File: src/rtl/imem_fetch.sv
`default_nettype none
// ============================================================================
// Module   : imem_fetch
// Purpose  : Instruction-fetch front end. Issues one word read per PC over a
//            valid/ready channel (at most one in flight) and registers the
//            returned instruction and its PC into the IF/ID slot.
//            Optional build macro IMEM_FETCH_MISALIGN_EN adds misaligned-PC
//            fault reporting on misalign_o.
// Revision : 1.0 - initial release
// ============================================================================
module imem_fetch #(
    parameter logic [31:0] RESET_VECTOR = 32'h0000_0000,
    parameter logic [31:0] NOP_INSTR    = 32'h0000_0013
) (
    input  logic        clk,
    input  logic        rst,
    input  logic [31:0] pc_i,
    input  logic        stallD,
    input  logic        flushD,
    output logic        stallF_o,
    output logic        imem_req_valid,
    input  logic        imem_req_ready,
    output logic [31:0] imem_req_addr,
    input  logic        imem_rsp_valid,
    output logic        imem_rsp_ready,
    input  logic [31:0] imem_rsp_data,
    output logic        valid_o,
    output logic [31:0] instr_o,
    output logic [31:0] pc_d_o
`ifdef IMEM_FETCH_MISALIGN_EN
    ,
    output logic        misalign_o
`endif
);

    typedef enum logic [1:0] {
        S_IDLE  = 2'd0,
        S_WAIT  = 2'd1,
        S_DROP  = 2'd2,
        S_FAULT = 2'd3
    } state_t;

    state_t      state_q, state_d;
    logic        valid_q, valid_d;
    logic [31:0] instr_q, instr_d;
    logic [31:0] pc_d_q,  pc_d_d;
    logic [31:0] req_pc_q, req_pc_d;
`ifdef IMEM_FETCH_MISALIGN_EN
    logic        misalign_q, misalign_d;
`endif

    logic w_rsp_ready;
    logic w_rsp_hs;
    logic w_slot_free;
    logic w_issue_pt;
    logic w_misalign;
    logic w_req_valid;
    logic w_req_acc;
    logic w_fault_take;

    // Handshake and issue decisions
    always_comb begin
        w_rsp_ready = 1'b0;
        if (!rst) begin
            case (state_q)
                S_WAIT:  w_rsp_ready = !valid_q || !stallD;
                S_DROP:  w_rsp_ready = 1'b1;
                default: w_rsp_ready = 1'b0;
            endcase
        end
        w_rsp_hs    = imem_rsp_valid && w_rsp_ready;
        w_slot_free = !valid_q || !stallD || (state_q == S_DROP);
        w_issue_pt  = !rst && !flushD && w_slot_free &&
                      ((state_q == S_IDLE) ||
                       (((state_q == S_WAIT) || (state_q == S_DROP)) && w_rsp_hs));
`ifdef IMEM_FETCH_MISALIGN_EN
        w_misalign   = (pc_i[1:0] != 2'b00);
        // A WAIT response claims the slot this cycle; the fault is reported
        // from IDLE on the following cycle instead.
        w_fault_take = w_issue_pt && w_misalign && (state_q != S_WAIT);
`else
        w_misalign   = 1'b0;
        w_fault_take = 1'b0;
`endif
        w_req_valid = w_issue_pt && !w_misalign;
        w_req_acc   = w_req_valid && imem_req_ready;
    end

    // Next state
    always_comb begin
        state_d  = state_q;
        req_pc_d = req_pc_q;
        if (w_req_acc) begin
            req_pc_d = pc_i;
        end
        case (state_q)
            S_IDLE: begin
                if (w_req_acc) begin
                    state_d = S_WAIT;
                end else if (w_fault_take) begin
                    state_d = S_FAULT;
                end
            end
            S_WAIT: begin
                if (flushD) begin
                    state_d = w_rsp_hs ? S_IDLE : S_DROP;
                end else if (w_rsp_hs) begin
                    state_d = w_req_acc ? S_WAIT : S_IDLE;
                end
            end
            S_DROP: begin
                if (w_rsp_hs) begin
                    if (w_req_acc) begin
                        state_d = S_WAIT;
                    end else if (w_fault_take) begin
                        state_d = S_FAULT;
                    end else begin
                        state_d = S_IDLE;
                    end
                end
            end
`ifdef IMEM_FETCH_MISALIGN_EN
            S_FAULT: begin
                if (flushD) begin
                    state_d = S_IDLE;
                end
            end
`endif
            default: state_d = S_IDLE;
        endcase
    end

    // IF/ID output slot
    always_comb begin
        valid_d = valid_q;
        instr_d = instr_q;
        pc_d_d  = pc_d_q;
`ifdef IMEM_FETCH_MISALIGN_EN
        misalign_d = misalign_q;
`endif
        if (flushD) begin
            valid_d = 1'b0;
`ifdef IMEM_FETCH_MISALIGN_EN
            misalign_d = 1'b0;
`endif
        end else if ((state_q == S_WAIT) && w_rsp_hs) begin
            valid_d = 1'b1;
            instr_d = imem_rsp_data;
            pc_d_d  = req_pc_q;
        end else if (w_fault_take) begin
            valid_d = 1'b1;
            instr_d = NOP_INSTR;
            pc_d_d  = pc_i;
`ifdef IMEM_FETCH_MISALIGN_EN
            misalign_d = 1'b1;
`endif
        end else if (valid_q && !stallD) begin
            valid_d = 1'b0;
        end
    end

    always_ff @(posedge clk) begin
        if (rst) begin
            state_q  <= S_IDLE;
            valid_q  <= 1'b0;
            instr_q  <= NOP_INSTR;
            pc_d_q   <= RESET_VECTOR;
            req_pc_q <= 32'h0;
`ifdef IMEM_FETCH_MISALIGN_EN
            misalign_q <= 1'b0;
`endif
        end else begin
            state_q  <= state_d;
            valid_q  <= valid_d;
            instr_q  <= instr_d;
            pc_d_q   <= pc_d_d;
            req_pc_q <= req_pc_d;
`ifdef IMEM_FETCH_MISALIGN_EN
            misalign_q <= misalign_d;
`endif
        end
    end

    assign imem_req_valid = w_req_valid;
    assign imem_req_addr  = {pc_i[31:2], 2'b00};
    assign imem_rsp_ready = w_rsp_ready;
    assign stallF_o       = !w_req_acc;
    assign valid_o        = valid_q;
    assign instr_o        = valid_q ? instr_q : NOP_INSTR;
    assign pc_d_o         = pc_d_q;
`ifdef IMEM_FETCH_MISALIGN_EN
    assign misalign_o     = misalign_q;
`endif

endmodule
`default_nettype wire

File: config.mk
export PLATFORM = sky130hd
export DESIGN_NAME = imem_fetch
export DESIGN_NICKNAME = d
export VERILOG_FILES = /design/src/rtl/imem_fetch.sv
export SDC_FILE = /design/constraint.sdc
export NUM_CORES = 1
export LEC_CHECK = 0
export CORE_MARGIN = 4
export CORE_UTILIZATION = 35
export DETAILED_ROUTE_END_ITERATION = 12
export PLACE_DENSITY_LB_ADDON = 0.1
export SETUP_SLACK_MARGIN = 0.3
export SYNTH_ARGS = -nofsm -noshare
export SYNTH_HDL_FRONTEND = slang
export SYNTH_SLANG_ARGS = --single-unit
File: constraint.sdc
create_clock -name clk -period 3.45 [get_ports clk]
set_clock_uncertainty 0.05 [all_clocks]
set_input_delay 0.345 -clock clk [delete_from_list [all_inputs] [get_ports clk]]
set_output_delay 0.345 -clock clk [all_outputs]
set_load 0.02 [all_outputs]
==> impl_metrics.toml <==
[global_route]
grt_pass1_vias = 4217
antenna_found_initial = 0
grt_overflow_total = 0
grt_pass1_wl_um = 22700
grt_max_degree = 73
track_usage = 0.174

[synth]
syn_area_per_cell_um2 = 9.42
syn_area_mm2 = 0.00489
synth_most_common_cell = "dfxtp_1"
ys_types = 37
synth_top_area_cell = "dfxtp_1"
syn_inst = 519
synthArstFlopShare = 0
yosys_warnings = 0
synth_flop_cell = "dfxtp_1"
ys_seq_elements = 99
synth_top_area_frac = 0.405
synth_edf_count = 0
ys_seq_area_frac = 0.405
synth_commonest_cells = "99 x dfxtp_1, 61 x a21oi_1, 61 x nand4_1, 61 x o31ai_1"
synthTopCellsByArea = "dfxtp_1 41%, o31ai_1 9.4%, mux2_4 8.6%"

[power]
p_per_area_mw_per_mm2 = 361
p_leak_uw = 0.00232
ir_drop_v = 0.000196

[timing]
fin_crit_sh = 0.819
setup_viol = 0
maxSlewViolCount = 0
fmaxAchievable_ghz = 0.354
rsz0062_at_grt = "no"
fin_crit_ps = 2830
worst_pin_slew_ps = 935
setup_tns_ps = 0
slew_headroom = 0.376
finalHoldViolations = 0

[placed_design]
dp_hpwl_um = 8850
routabilityCongestion = 0.754
dpl_cell_area_mm2 = 0.00637
portBuffers = 167

[clock_network]
clk_transition_reported_paths_ps = 70
root_buffer = "clkbuf_16"
numCtsBuffers = 9
hold_buffers = 0
cts_resized = 0
cts_setup_buffers = 0
cts_num_sinks = 99
cts_buffer_depth = 2
worst_skew_pair.late_latency_ps = 330
cts_tree = "built"
htree_num_levels = 3

[critical_path]
critical_path.endpoint_type = "primary output"
arrival_ps = 2430
crit_required_ps = 3050
critPathMaxFanout = 8
critPathLaunchType = "flip-flop"
crit_type = "reg -> out"

[detailed_routing]
avgViaCountPerCell = 5.42
dr.first_iter.drc_count = 318
drc = 0
drt_pass1_iterations = 5
antenna_left = 0
routedWlPerCell_um = 18.1
vias = 4333
wl_um = 14500

[final_layout]
layout.nets = 691
area_delta_synth_final_pct = 35.9
layout-drive-gt1-share = 0.114
design_area_mm2 = 0.00664

[floorplanning]
ios = 170
die_w_um = 126
initial_core_util = 0.363
die-area_mm2 = 0.0159
num_rows = 42
die_y_um = 126
core_mm2 = 0.0135

[status]
run_status = "finished clean"

[job]
cap_violations = 0

[hold_path]
holdCritPathClass = "in -> reg"
[metal layers]
metal / part of all wire / vias to the layer above / track usage
met3: 0.067 / 15 / 0.0411
met1: 0.47 / 2070 / 0.247
li1: - / 2077 / -
met4: 0.015 / 0 / 0.0599
met5: 0 / - / 0
met2: 0.45 / 171 / 0.259
[sequential cells by signal, summed over array words and instances, names as in the netlist]
register,count
state_q,2
valid_o,1
pc_d_o,32
req_pc_q,32
instr_q,32
[critical path, cell delays in order, from the launching register on]
cell	delay (ps)
dfxtp_1	330
inv_1	80
ha_1	310
a21boi_0	310
a2bb2oi_1	260
and3_1	190
clkdlybuf4s50_1	620
[cell type report]
class	count	area, um^2
fillers	1293	6810
multi-input cells	324	2380
flip-flops and latches	99	1980
repair buffers	179	1770
clock buffers	10	229
well taps	176	220
clock inverters	6	42.5
inverters	4	15.0
diodes	1	2.50
[final timing paths]
check | to | slack [ps] | startpoint | cells after the start
hold / removal | instr_q[3] | 370 | rst | 2
setup reg to reg | state_q[1] | 980 | state_q[0] | 5
setup / recovery | imem_req_valid | 620 | state_q[1] | 6
hold reg to reg | pc_d_o[9] | 420 | req_pc_q[9] | 2
[report_power, final]
part | internal (uW) | total (uW) | switching (uW)
logic | 161 | 296 | 135
registers | 1170 | 1180 | 11.2
clock network | 489 | 925 | 436
[per-stage QoR]
| stage | util | cells | hold WS, ps | power (uW) | setup slack (ps) |
|---|---|---|---|---|---|
| after global placement | 0.473 | 782 | 397 | 1500 | 937 |
| after detailed placement | 0.473 | 782 | 406 | 1500 | 906 |
| after floorplan | - | 520 | 392 | 1370 | 1490 |
| after CTS | 0.494 | 798 | 344 | 2430 | 614 |
| final | 0.494 | 799 | 366 | 2400 | 623 |
| after global routing | 0.494 | 798 | 369 | 2490 | 457 |
[logic make-up (layout without fill, tap and decap cells)]
family                     after synthesis  in the layout  synth area share
muxes                                   32             32            0.0952
other                                    1              3          0.000767
adders and majority gates                4              4            0.0102
and+or+nand+nor                        146            146             0.188
DFF                                     99             99             0.405
AOI/OAI and AO/OA                      140            140             0.189
buffers and inverters                   97            199             0.111
[placed cells by master, fill, tap and decap left out, types with 3 or more instances in the layout]
master / instances
nand3b_1: 3
o21ai_0: 3
mux2_2: 4
clkbuf_16: 9
a21oi_1: 61
nor4_1: 3
nand2_1: 3
o31ai_1: 61
nor2b_1: 32
and2_1: 29
ha_1: 4
a31oi_1: 3
or2_2: 3
nand2b_1: 4
buf_4: 12
inv_1: 4
dfxtp_1: 99
mux2_4: 28
clkdlybuf4s50_1: 166
nand4_1: 61
Note: power is estimated with default switching activity, not from simulation.
